[config.mk]
export PLATFORM = sky130hd
export DESIGN_NAME = delay_timer_scheduler
export DESIGN_NICKNAME = d
export VERILOG_FILES = /design/src/rtl/delay_sched_pkg.sv /design/src/rtl/delay_timer_scheduler_rr_arbiter.sv /design/src/rtl/delay_timer_scheduler.sv
export SDC_FILE = /design/constraint.sdc
export NUM_CORES = 1
export LEC_CHECK = 0
export BUFFER_PORTS_ARGS = -buffer_cell sky130_fd_sc_hd__buf_2
export CORE_MARGIN = 2
export CORE_UTILIZATION = 45
export DETAILED_ROUTE_END_ITERATION = 8
export GPL_ROUTABILITY_DRIVEN = 0
export GPL_TIMING_DRIVEN = 0
export PLACE_DENSITY = 0.72
export SLEW_MARGIN = 20
export SYNTH_ARGS = -nofsm -noshare
export SYNTH_HDL_FRONTEND = slang
export SYNTH_SLANG_ARGS = --single-unit
[constraint.sdc]
create_clock -name clk -period 8.43 [get_ports clk]
set_clock_uncertainty 0.15 [all_clocks]
set_input_delay 0.843 -clock clk [delete_from_list [all_inputs] [get_ports clk]]
set_output_delay 0.843 -clock clk [all_outputs]
set_load 0.02 [all_outputs]
[src/rtl/delay_sched_pkg.sv]
// Shared types and helpers for the delay timer scheduler: FSM states, default sizes,
// and extraction of one requester's delay from the packed delay bus.
package delay_sched_pkg;

  localparam int unsigned NUM_REQ_DEF = 4;
  localparam int unsigned CNT_W_DEF   = 16;
  localparam int unsigned MAX_CNT_W   = 32;
  localparam int unsigned MAX_BUS_W   = 8 * MAX_CNT_W;

  typedef enum logic [1:0] {
    IDLE = 2'd0,
    RUN  = 2'd1,
    DONE = 2'd2
  } state_e;

  // Caller zero-extends the bus to MAX_BUS_W and truncates the result to its CNT_W.
  function automatic logic [MAX_CNT_W-1:0] delay_slice(input logic [MAX_BUS_W-1:0] bus,
                                                       input int unsigned idx,
                                                       input int unsigned width);
    logic [MAX_BUS_W-1:0] sh;
    sh = bus >> (idx * width);
    return sh[MAX_CNT_W-1:0];
  endfunction

endpackage

[src/rtl/delay_timer_scheduler_rr_arbiter.sv]
// Combinational round-robin arbiter: first set request at or after ptr, wrapping.
module rr_arbiter #(
  parameter  int unsigned NUM_REQ = 4,
  localparam int unsigned IDX_W   = $clog2(NUM_REQ)
) (
  input  logic [NUM_REQ-1:0] req,
  input  logic [IDX_W-1:0]   ptr,
  output logic [NUM_REQ-1:0] gnt,
  output logic [IDX_W-1:0]   idx
);

  logic             found;
  logic [IDX_W-1:0] cand;

  always_comb begin
    gnt   = '0;
    idx   = '0;
    found = 1'b0;
    cand  = '0;
    for (int unsigned i = 0; i < NUM_REQ; i++) begin
      cand = IDX_W'((32'(ptr) + i) % NUM_REQ);
      if (!found && req[cand]) begin
        found     = 1'b1;
        gnt[cand] = 1'b1;
        idx       = cand;
      end
    end
  end

endmodule

[src/rtl/delay_timer_scheduler.sv]
// Shares one delay down-counter among NUM_REQ requesters: round-robin grant,
// load, count down, pulse done to the owner, then release.
module delay_timer_scheduler
  import delay_sched_pkg::*;
#(
  parameter int unsigned NUM_REQ = NUM_REQ_DEF,
  parameter int unsigned CNT_W   = CNT_W_DEF
) (
  input  logic                     clk,
  input  logic                     rst_n,
  input  logic [NUM_REQ-1:0]       req,
  input  logic [NUM_REQ*CNT_W-1:0] req_delay,
  output logic [NUM_REQ-1:0]       gnt,
  output logic [NUM_REQ-1:0]       done,
  output logic                     busy,
  output logic [CNT_W-1:0]         count
);

  localparam int unsigned IDX_W = $clog2(NUM_REQ);

  state_e             state;
  logic [IDX_W-1:0]   ptr;
  logic [IDX_W-1:0]   owner;
  logic [IDX_W-1:0]   ptr_next;
  logic [NUM_REQ-1:0] arb_gnt;
  logic [IDX_W-1:0]   arb_idx;
  logic [CNT_W-1:0]   load_val;

  rr_arbiter #(.NUM_REQ(NUM_REQ)) u_arb (
    .req (req),
    .ptr (ptr),
    .gnt (arb_gnt),
    .idx (arb_idx)
  );

  assign ptr_next = (owner == IDX_W'(NUM_REQ - 1)) ? '0 : owner + IDX_W'(1);

  // A zero delay is promoted to one so every grant lasts at least one cycle.
  always_comb begin
    load_val = CNT_W'(delay_slice(MAX_BUS_W'(req_delay), 32'(arb_idx), CNT_W));
    if (load_val == '0)
      load_val = CNT_W'(1);
  end

  always_ff @(posedge clk) begin
    if (!rst_n) begin
      state <= IDLE;
      gnt   <= '0;
      done  <= '0;
      busy  <= 1'b0;
      count <= '0;
      ptr   <= '0;
      owner <= '0;
    end else begin
      done <= '0;
      case (state)
        IDLE: begin
          if (|req) begin
            state <= RUN;
            busy  <= 1'b1;
            gnt   <= arb_gnt;
            owner <= arb_idx;
            count <= load_val;
          end
        end
        RUN: begin
          // Abort takes precedence over a completion on the same edge.
          if (!req[owner]) begin
            state <= IDLE;
            busy  <= 1'b0;
            gnt   <= '0;
            count <= '0;
            ptr   <= ptr_next;
          end else if (count == CNT_W'(1)) begin
            state       <= DONE;
            gnt         <= '0;
            count       <= '0;
            done[owner] <= 1'b1;
          end else begin
            count <= count - CNT_W'(1);
          end
        end
        DONE: begin
          state <= IDLE;
          busy  <= 1'b0;
          ptr   <= ptr_next;
        end
        default: begin
          state <= IDLE;
          busy  <= 1'b0;
          gnt   <= '0;
          count <= '0;
        end
      endcase
    end
  end

endmodule

; Yosys cells after proc, flatten, opt, wreduce, memory -nomap -nowiden
; Cells that the tools add are included.
[word_totals]
reg_bits = 31
input_bits = 70
output_inout_bits = 25
elab_cells = 106
[op_classes]
addsub = 5
n_lt_le_gt_ge = 10
eq_ne = 7
shifts = 1
n_mux = 50
bitwise = 4
reduce_logical = 22
[op_table]
columns = operator, n
row1 = $mux 16, 4
row2 = $shr 64x6->16, 1
row3 = $pmux 16 s3, 1
row4 = $mux 4, 7
row5 = $mux 2, 9
row6 = $eq 16x1->1 const B, 1
row7 = $logic_not 16->1, 1
row8 = $sub 16x1->16 const B, 1
row9 = $lt 2x3->1 const B, 5
row10 = $mux 1, 15
row11 = $or 4x4->4, 3
row12 = $pmux 4 s3, 1
row13 = $bmux 1 s2, 5
row14 = $demux 1 s2, 5
row15 = $ge 2x1->1 const B, 5
row16 = $reduce_and 2->1, 5
row17 = $logic_and 1x1->1, 8
row18 = $pmux 2 s2, 2
row19 = $add 2x1->2 const B, 2
row20 = $add 2x2->2 const B, 2
row21 = $eq 2x2->1 const B, 2
row22 = $ne 2x2->1 const B, 2
row23 = $reduce_and 4->1, 1
row24 = $reduce_or 4->1, 1
row25 = other kinds (8), 10

; Logic depth before layout (Yosys ltp)
; Gate-level depths: netlist of the first run.
[depth]
ltp_word = 17
mapped_depth = 15
mapped_depth_nobuf = 9

; Hierarchy
; Synthesis of the first run repeated with hierarchy kept, for this count alone.
[unflattened]
cells_unflattened = 269
area_unflattened_um2 = 2591.2
[by_module_without_submodules]
columns = module, n_inst, cells_per_inst, area_each_um2, seq_area_each_um2
row1 = delay_timer_scheduler, 1, 221, 2152.1, 620.6
row2 = rr_arbiter, 1, 48, 439.2, 0.0

; Worst setup path before layout of the first run
; Ideal clock, no wire load.
[synth_timing]
kind = reg2reg
start = register ptr[0]
end = register count[8]
setup_time_ns = 0.123
arrival_time_ns = 3.558
required_ns = 8.157
slack_ns = 4.599
stages_incl_launch_ff = 15
n_path_buf = 5
synth_period_minus_slack_ns = 3.831
path_cell_list = dfxtp_1 buf_6 clkbuf_1 inv_1 ha_1 clkbuf_1 mux4_2 nor2b_4 buf_6 or2_0 buf_6 a21oi_4 mux4_2 a221oi_1 nor2b_1
[synth_via]
elab_chain_cells = 17
elab_cells_between_ends = 29
cone_classes = add/sub: 3 / shift: 1 / mux: 18 / reduce/logical: 7
[synth_lines]
columns = item, line
row1 = "start, declared", delay_timer_scheduler.sv:22  ; logic [IDX_W-1:0] ptr;
row2 = "start signal, assigned", delay_timer_scheduler.sv:73  ; ptr <= ptr_next;
row3 = "start signal, assigned", delay_timer_scheduler.sv:86  ; ptr <= ptr_next;
row4 = branches (longest 11 deep; another with $add 2x1->2), -
row5 = $mux 2 (*), delay_timer_scheduler_rr_arbiter.sv:22  ; if (!found && req[cand]) begin
row6 = $shr 64x6->16 (*), delay_sched_pkg.sv:21  ; sh = bus >> (idx * width);
row7 = $logic_not 16->1, delay_timer_scheduler.sv:41  ; if (load_val == '0)
row8 = $mux 16 (*), delay_timer_scheduler.sv:41
row9 = $mux 16 (*), delay_timer_scheduler.sv:58  ; if (|req) begin
row10 = $pmux 16 s3 (*), delay_timer_scheduler.sv:56  ; case (state)
row11 = "end signal, assigned", delay_timer_scheduler.sv:63  ; count <= load_val;
row12 = "end signal, assigned", delay_timer_scheduler.sv:80  ; count <= count - CNT_W'(1);
row13 = "end, declared", delay_timer_scheduler.sv:16  ; output logic [CNT_W-1:0] count
; Mark *: on every way between the ends. The select of a mux whose other input is x is not followed.
; A chain may end at the register's enable or synchronous reset.

; Worst setup path in the final report of the first run
; Same ends and word-level chain as after synthesis.

==> summary.txt, run 1 <==
Yosys
  – Post-synthesis sequential area ratio: 21.20%
  – EDFF count, synth: 0
  – Yosys reg bits: 31
  – Top_reg_cell synth: dfxtp_1
  – Post-synthesis net count: 446
  – Synth Instances: 362
  – Async S/R FF share, synth: 0%
  – Ys Warns: 0
  – Synthesized area per cell: 8.088 um^2
  – Netlist cell types: 65
  – Post-Synthesis Cell Area: 0.002928 mm^2

Routing
  – DRC Markers: 0
  – DR vias: 3,282
  – DR WL/cell: 16.23 um
  – Drt pass-1 iters: 5
  – DR WL met2: 3927 um
  – Detailed Route WL: 8730 um
  – Met3 routed WL: 664 um
  – WL met1: 3922 um
  – Highest metal used: met4
  – Iter 0 DRT Violations: 318
  – ANT nets after route: 0
  – Via density: 6.100

Floorplan
  – Starting density of the core: 46.37%
  – Std-Cell Core Area: 0.006314 mm^2
  – Chip width: 84.66 um
  – Row cnt: 29
  – Die Y: 84.66 um
  – IO Pins: 95
  – Die area: 0.007167 mm^2

Timing
  – PnR worst setup slack: 3.959 ns
  – Fin Hold WS: 0.3457 ns
  – Worst slew pin tran: 0.8299 ns
  – Final worst path period need: 4.471 ns
  – Final Cycle Share: 53.04%
  – Hold Fails Final Rpt: 0
  – Setup TNS Final: 0 ns
  – Setup violators final: 0
  – Max Fclk: 0.2237 GHz
  – Slew Limit Headroom: 44.16%
  – RSZ-0062 raised after global routing: false
  – Pins over their slew limit: 0

Clock network
  – Clock net sink count: 31
  – Cts repair resizes: 0
  – Clock-pin slew on the worst setup and hold paths: 0.07 ns
  – # hold bufs at CTS: 0
  – Max Root-Sink Buffers: 2
  – Worst skew pair latency: 0.29 ns
  – H-tree depth: 2
  – Post-CTS Repair Setup Buffers: 0
  – CTS buffer count: 5
  – CTS tree: done
  – CTS root buf: clkbuf_8

Layout
  – Layout cell share with drive strength beyond 1: 28.20%
  – Finished Layout Cells: 538
  – Nets: 544
  – Most frequent cells in the layout: 99 x buf_2, 32 x nand2_1, 31 x nor2_1, 31 x dfxtp_1, 25 x o21ai_0
  – Most common cell after layout, fill and taps aside: buf_2
  – Antenna Cells: 0
  – FILL cells: 627
  – Final Util: 56.70%
  – Area Growth Syn to Fin: 22.26%

Place
  – Hpwl dp: 6956 um
  – # port buffers: 91
  – Dpl ws: 3.945 ns
  – Placed insts: 530

Worst hold path
  – Hold Path Class: flop to flop

Setup path
  – Critical path cell sequence: buf_6 -> clkbuf_1 -> inv_1 -> ha_1 -> clkbuf_1 -> mux4_2 -> nor2b_4 -> buf_6 -> or2_0 -> buf_6 -> a21oi_4 -> mux4_2 -> a221oi_1 -> nor2b_1
  – Worst Path Max Fanout: 10
  – WP data required: 8.45 ns
  – Element type at the critical path start: flop
  – Crit. End Element: flop
  – Crit-path most repeated cell: buf_6
  – Worst EP arrival: 4.49 ns
  – Max incr delay on CP: 0.57 ns
  – Critical path type: flop to flop
  – Crit path max-delay cell type: mux4_2

GRT
  – Overflow left after global routing: 0
  – Largest net degree at the start of global routing: 11
  – Vias in the first global route: 2,989
  – GRT Overall Usage: 23.95%
  – Initial antenna violation count: 0
  – First-pass GRT wire length: 14,130 um

Power and ir drop
  – Peak supply drop: 0.0001233 V
  – Leak: 1.532 nW
  – Pwr Density: 189.9 mW/mm^2

Status
  – Status: completed

Flow run
  – Total of max-cap violations: 0
where the power goes:
part           internal [mW]  leakage [nW]  total (mW)  switching (mW)
sequential             0.167         0.255       0.195          0.0277
clock                 0.0744        0.0515       0.130          0.0552
combinational          0.150          1.23       0.355           0.206
synth_stat cells (all sizes together), types with 3 or more instances:
cell type	count	share of area (%)
o21ai	27	4.6
nor2	32	4.4
a2111oi	3	0.90
nor4	12	2.6
a221oi	7	2.1
and2	8	1.7
nand4	3	0.64
inv	9	1.2
nand2	32	4.1
nor2b	11	2.6
or2	3	0.64
mux2	3	1.2
dfxtp	31	21
a21boi	5	1.5
buf	15	3.4
clkbuf	13	1.7
nand2b	3	0.64
and3	4	0.85
ha	14	6.0
mux4	12	9.5
o21a	4	1.0
a21oi	15	2.9
a31oi	4	0.85
a32oi	4	1.2
nor3	18	3.1
xnor2	3	0.90
nand3	11	1.9
mux2i	16	5.5
a22oi	8	2.1
cell families (layout without fill, tap and decap cells):
group | after synthesis | count (layout) | share of synthesized area, %
XOR/XNOR | 4 | 4 | 1.197
AO/OA/AOI/OAI | 97 | 97 | 23.29
flip-flops | 31 | 31 | 21.20
adder cells (fa/ha/maj) | 14 | 14 | 5.983
AND/OR/NAND/NOR | 148 | 148 | 25.98
multiplexers | 31 | 31 | 16.11
buffers and inverters | 37 | 136 | 6.239
path summary, 6_finish.rpt:
check,start,to,slack [ns],cells past startpoint
hold / removal,count[10],count[10],0.35,2
setup / recovery,ptr[0],count[8],3.96,14
setup reg to reg,ptr[0],count[8],3.96,14
hold reg to reg,count[10],count[10],0.35,2
layer usage:
layer,GRT usage (%),up-vias
met2,37.94,169
li1,-,1568
met1,32.95,1523
met4,8.658,0
met3,3.933,22
met5,0,-
state kept, by name (all words and copies together) (netlist names):
| name | count |
|---|---|
| owner | 2 |
| ptr | 2 |
| count | 16 |
| state | 2 |
| gnt | 4 |
| busy | 1 |
| done | 4 |
area by class of cell:
type | count | area, um^2 | area share, %
clock buffer | 8 | 100.1 | 2.796
buffer | 28 | 148.9 | 4.159
sequential | 31 | 620.6 | 17.34
timing repair buffer | 91 | 455.4 | 12.72
inverter | 9 | 33.78 | 0.9437
tap | 77 | 96.34 | 2.691
multi-input combinational | 294 | 2125 | 59.35
worst max-delay path: cells and delay by family (launching register included):
| kind | cells | cell delay (ns) |
|---|---|---|
| buf+inv | 6 | 1.45 |
| mux | 2 | 0.96 |
| compound gates | 2 | 0.64 |
| flops | 1 | 0.44 |
| fa+ha+maj | 1 | 0.36 |
| simple gates | 3 | 0.35 |
per-stage QoR:
step	total power, mW	cell area [um^2]
after floorplan	0.4481	2928
after global placement	0.5419	3480
after detailed placement	0.5479	3480
after CTS	0.6786	3580
after global routing	0.7257	3580
final	0.6798	3580
Note: power is estimated with default switching activity, not from simulation.
==> inputs of run 2 (changes only) <==
PLACE_DENSITY = 0.75   (was 0.72)
clock period = 3.6 ns   (was 8.43 ns; I/O delays follow)
==> run 2 against run 1 <==
Against the previous run: via count rose by 0.55%; sequential power is 130% higher; clock-buffer cell count decreased by 2; utilization up 1.1 points; fmax rose by 29%; sequential cell count stayed put; clock power is 110% higher; sequential share of layout area is 0.22 points lower; setup slack lost 3.8 ns; worst hold slack worse by 0.0061 ns; final cell count up 0.56%; total power increased by 140%; critical path type unchanged.
==> summary.txt, run 2 (synthesis results as in run 1) <==
Status
  – Status: completed

Clock network
  – # hold bufs at CTS: 0
  – CTS root buf: clkbuf_8
  – Clock-pin slew on the worst setup and hold paths: 0.06 ns
  – Max Root-Sink Buffers: 2
  – Clock net sink count: 31
  – H-tree depth: 2
  – Worst skew pair latency: 0.28 ns
  – CTS tree: done
  – CTS buffer count: 5

GRT
  – Overflow left after global routing: 0
  – GR met1 Demand/Resource: 31.13%
  – GRT Overall Usage: 24.13%
  – Grt peak-use layer: met2
  – Initial antenna violation count: 0
  – Met2 usage: 40.52%
  – Vias in the first global route: 2,992
  – First-pass GRT wire length: 14,070 um
  – GR met3 Demand/Resource: 4.425%
  – Largest net degree at the start of global routing: 11

Floorplan
  – Row cnt: 29
  – IO Pins: 95
  – Die area: 0.007167 mm^2
  – Std-Cell Core Area: 0.006314 mm^2
  – Die Y: 84.66 um
  – Chip width: 84.66 um
  – Starting density of the core: 46.37%

Setup path
  – Critical path type: flop to flop
  – Worst r2r path cells: 15
  – Crit. End Element: flop
  – R2R setup slack: 0.14 ns
  – Worst EP arrival: 3.46 ns
  – Element type at the critical path start: flop
  – Crit path max-delay cell type: mux4_1
  – R2r endpoint: count[7]
  – Worst Path Max Fanout: 10
  – R2r startpoint: ptr[0]
  – Crit-path most repeated cell: buf_6
  – Critical path cell sequence: buf_6 -> clkbuf_8 -> clkinvlp_4 -> ha_4 -> mux4_2 -> nor2b_4 -> buf_6 -> or2_0 -> buf_6 -> a21oi_4 -> buf_4 -> buf_4 -> mux4_1 -> a21oi_1 -> a21oi_1
  – WP data required: 3.60 ns
  – Max incr delay on CP: 0.54 ns

Routing
  – Iter 0 DRT Violations: 317
  – DRC Markers: 0
  – ANT nets after route: 0
  – Via density: 6.100
  – DR WL/cell: 16.31 um
  – Drt pass-1 iters: 5
  – DR vias: 3,300
  – Detailed Route WL: 8826 um

Power and ir drop
  – Total chip power: 1.605 mW
  – Pwr Density: 439.9 mW/mm^2
  – Leak: 1.565 nW
  – Peak supply drop: 0.0002540 V

Layout
  – Nets: 548
  – Layout cell share with drive strength beyond 1: 30.82%
  – Most common cell after layout, fill and taps aside: buf_2
  – Most frequent cells in the layout: 98 x buf_2, 32 x nand2_1, 31 x nor2_1, 30 x dfxtp_1, 24 x o21ai_0
  – Biggest regs: count (16), done (4), gnt (4)
  – Finished Layout Cells: 541
  – Largest Register: count
  – Area Growth Syn to Fin: 24.62%
  – Largest register FFs: 16
  – Antenna Cells: 0

Timing
  – Hold Fails Final Rpt: 0
  – RSZ-0062 raised after global routing: false
  – PnR worst setup slack: 0.1393 ns
  – Worst slew pin tran: 0.7267 ns
  – Fin Hold WS: 0.3396 ns
  – Max Fclk: 0.2890 GHz
  – Final Cycle Share: 96.13%
  – Slew Limit Headroom: 51.10%
  – Pins over their slew limit: 0
  – Setup violators final: 0
  – Final worst path period need: 3.461 ns

Worst hold path
  – Hold Path Sink: busy
  – Hold Startpoint: busy
  – Hold Path Depth: 2
  – Hold Path Class: flop to flop

Place
  – # port buffers: 91
  – Placed insts: 530
  – Dpl ws: -0.5334 ns
  – Hpwl dp: 6900 um

Flow run
  – Total of max-cap violations: 0
[run 2: cell type report]
class / count / area (um^2)
fill: 593 / 2665
sequential: 31 / 624.3
inverter: 9 / 37.54
tap: 77 / 96.34
timing repair buffer: 96 / 493.0
clock inverter: 1 / 5.005
multi-input combinational: 294 / 2150
clock buffer: 6 / 82.58
buffer: 27 / 160.2
[run 2: layer usage]
metal  wire [um]  share of wire, %
met1        3786                43
met5           0                 0
met4          86              0.97
met2        4329                49
met3         623               7.1
[run 2: worst max path at each step]
stage	from	end	slack, ns	cells after the start
3_5_place_dp	ptr[0]	count[0]	-0.53	13
2_1_floorplan	ptr[0]	count[8]	0.02	14
4_1_cts	ptr[0]	count[7]	0.02	15
5_1_grt	ptr[0]	count[7]	0.002	15
3_3_place_gp	ptr[0]	count[1]	-0.54	12
6_report	ptr[0]	count[7]	0.14	15
[run 2: repair_timing]
action | in CTS | in global routing
setup endpoints to repair | 17 | 15
resized for setup | 10 | 3
pin swaps | 1 | 1
setup buffers | 5 | 0
[run 2: through the flow]
stage / TNS (ns) / cell area (um^2) / utilization, %
after global placement: -6.778 / 3482 / 55.15
after global routing: 0 / 3649 / 57.79
after CTS: 0 / 3630 / 57.49
final: 0 / 3649 / 57.79
after floorplan: 0 / 2930 / -
after detailed placement: -7.327 / 3482 / 55.15
[run 2: critical path: cells and delay by family (launching register included)]
kind	cells	cell delay, ns
AOI/OAI and AO/OA	3	0.40
adders and majority gates	1	0.33
buffers and inverters	7	1.01
DFF	1	0.38
muxes	2	0.80
and+or+nand+nor	2	0.26
[run 2: power breakdown]
| group | switching, mW | total, mW | internal, mW |
|---|---|---|---|
| registers | 0.0643 | 0.457 | 0.392 |
| logic | 0.495 | 0.875 | 0.380 |
| clock network | 0.124 | 0.273 | 0.150 |
| total | 0.683 | 1.60 | 0.921 |
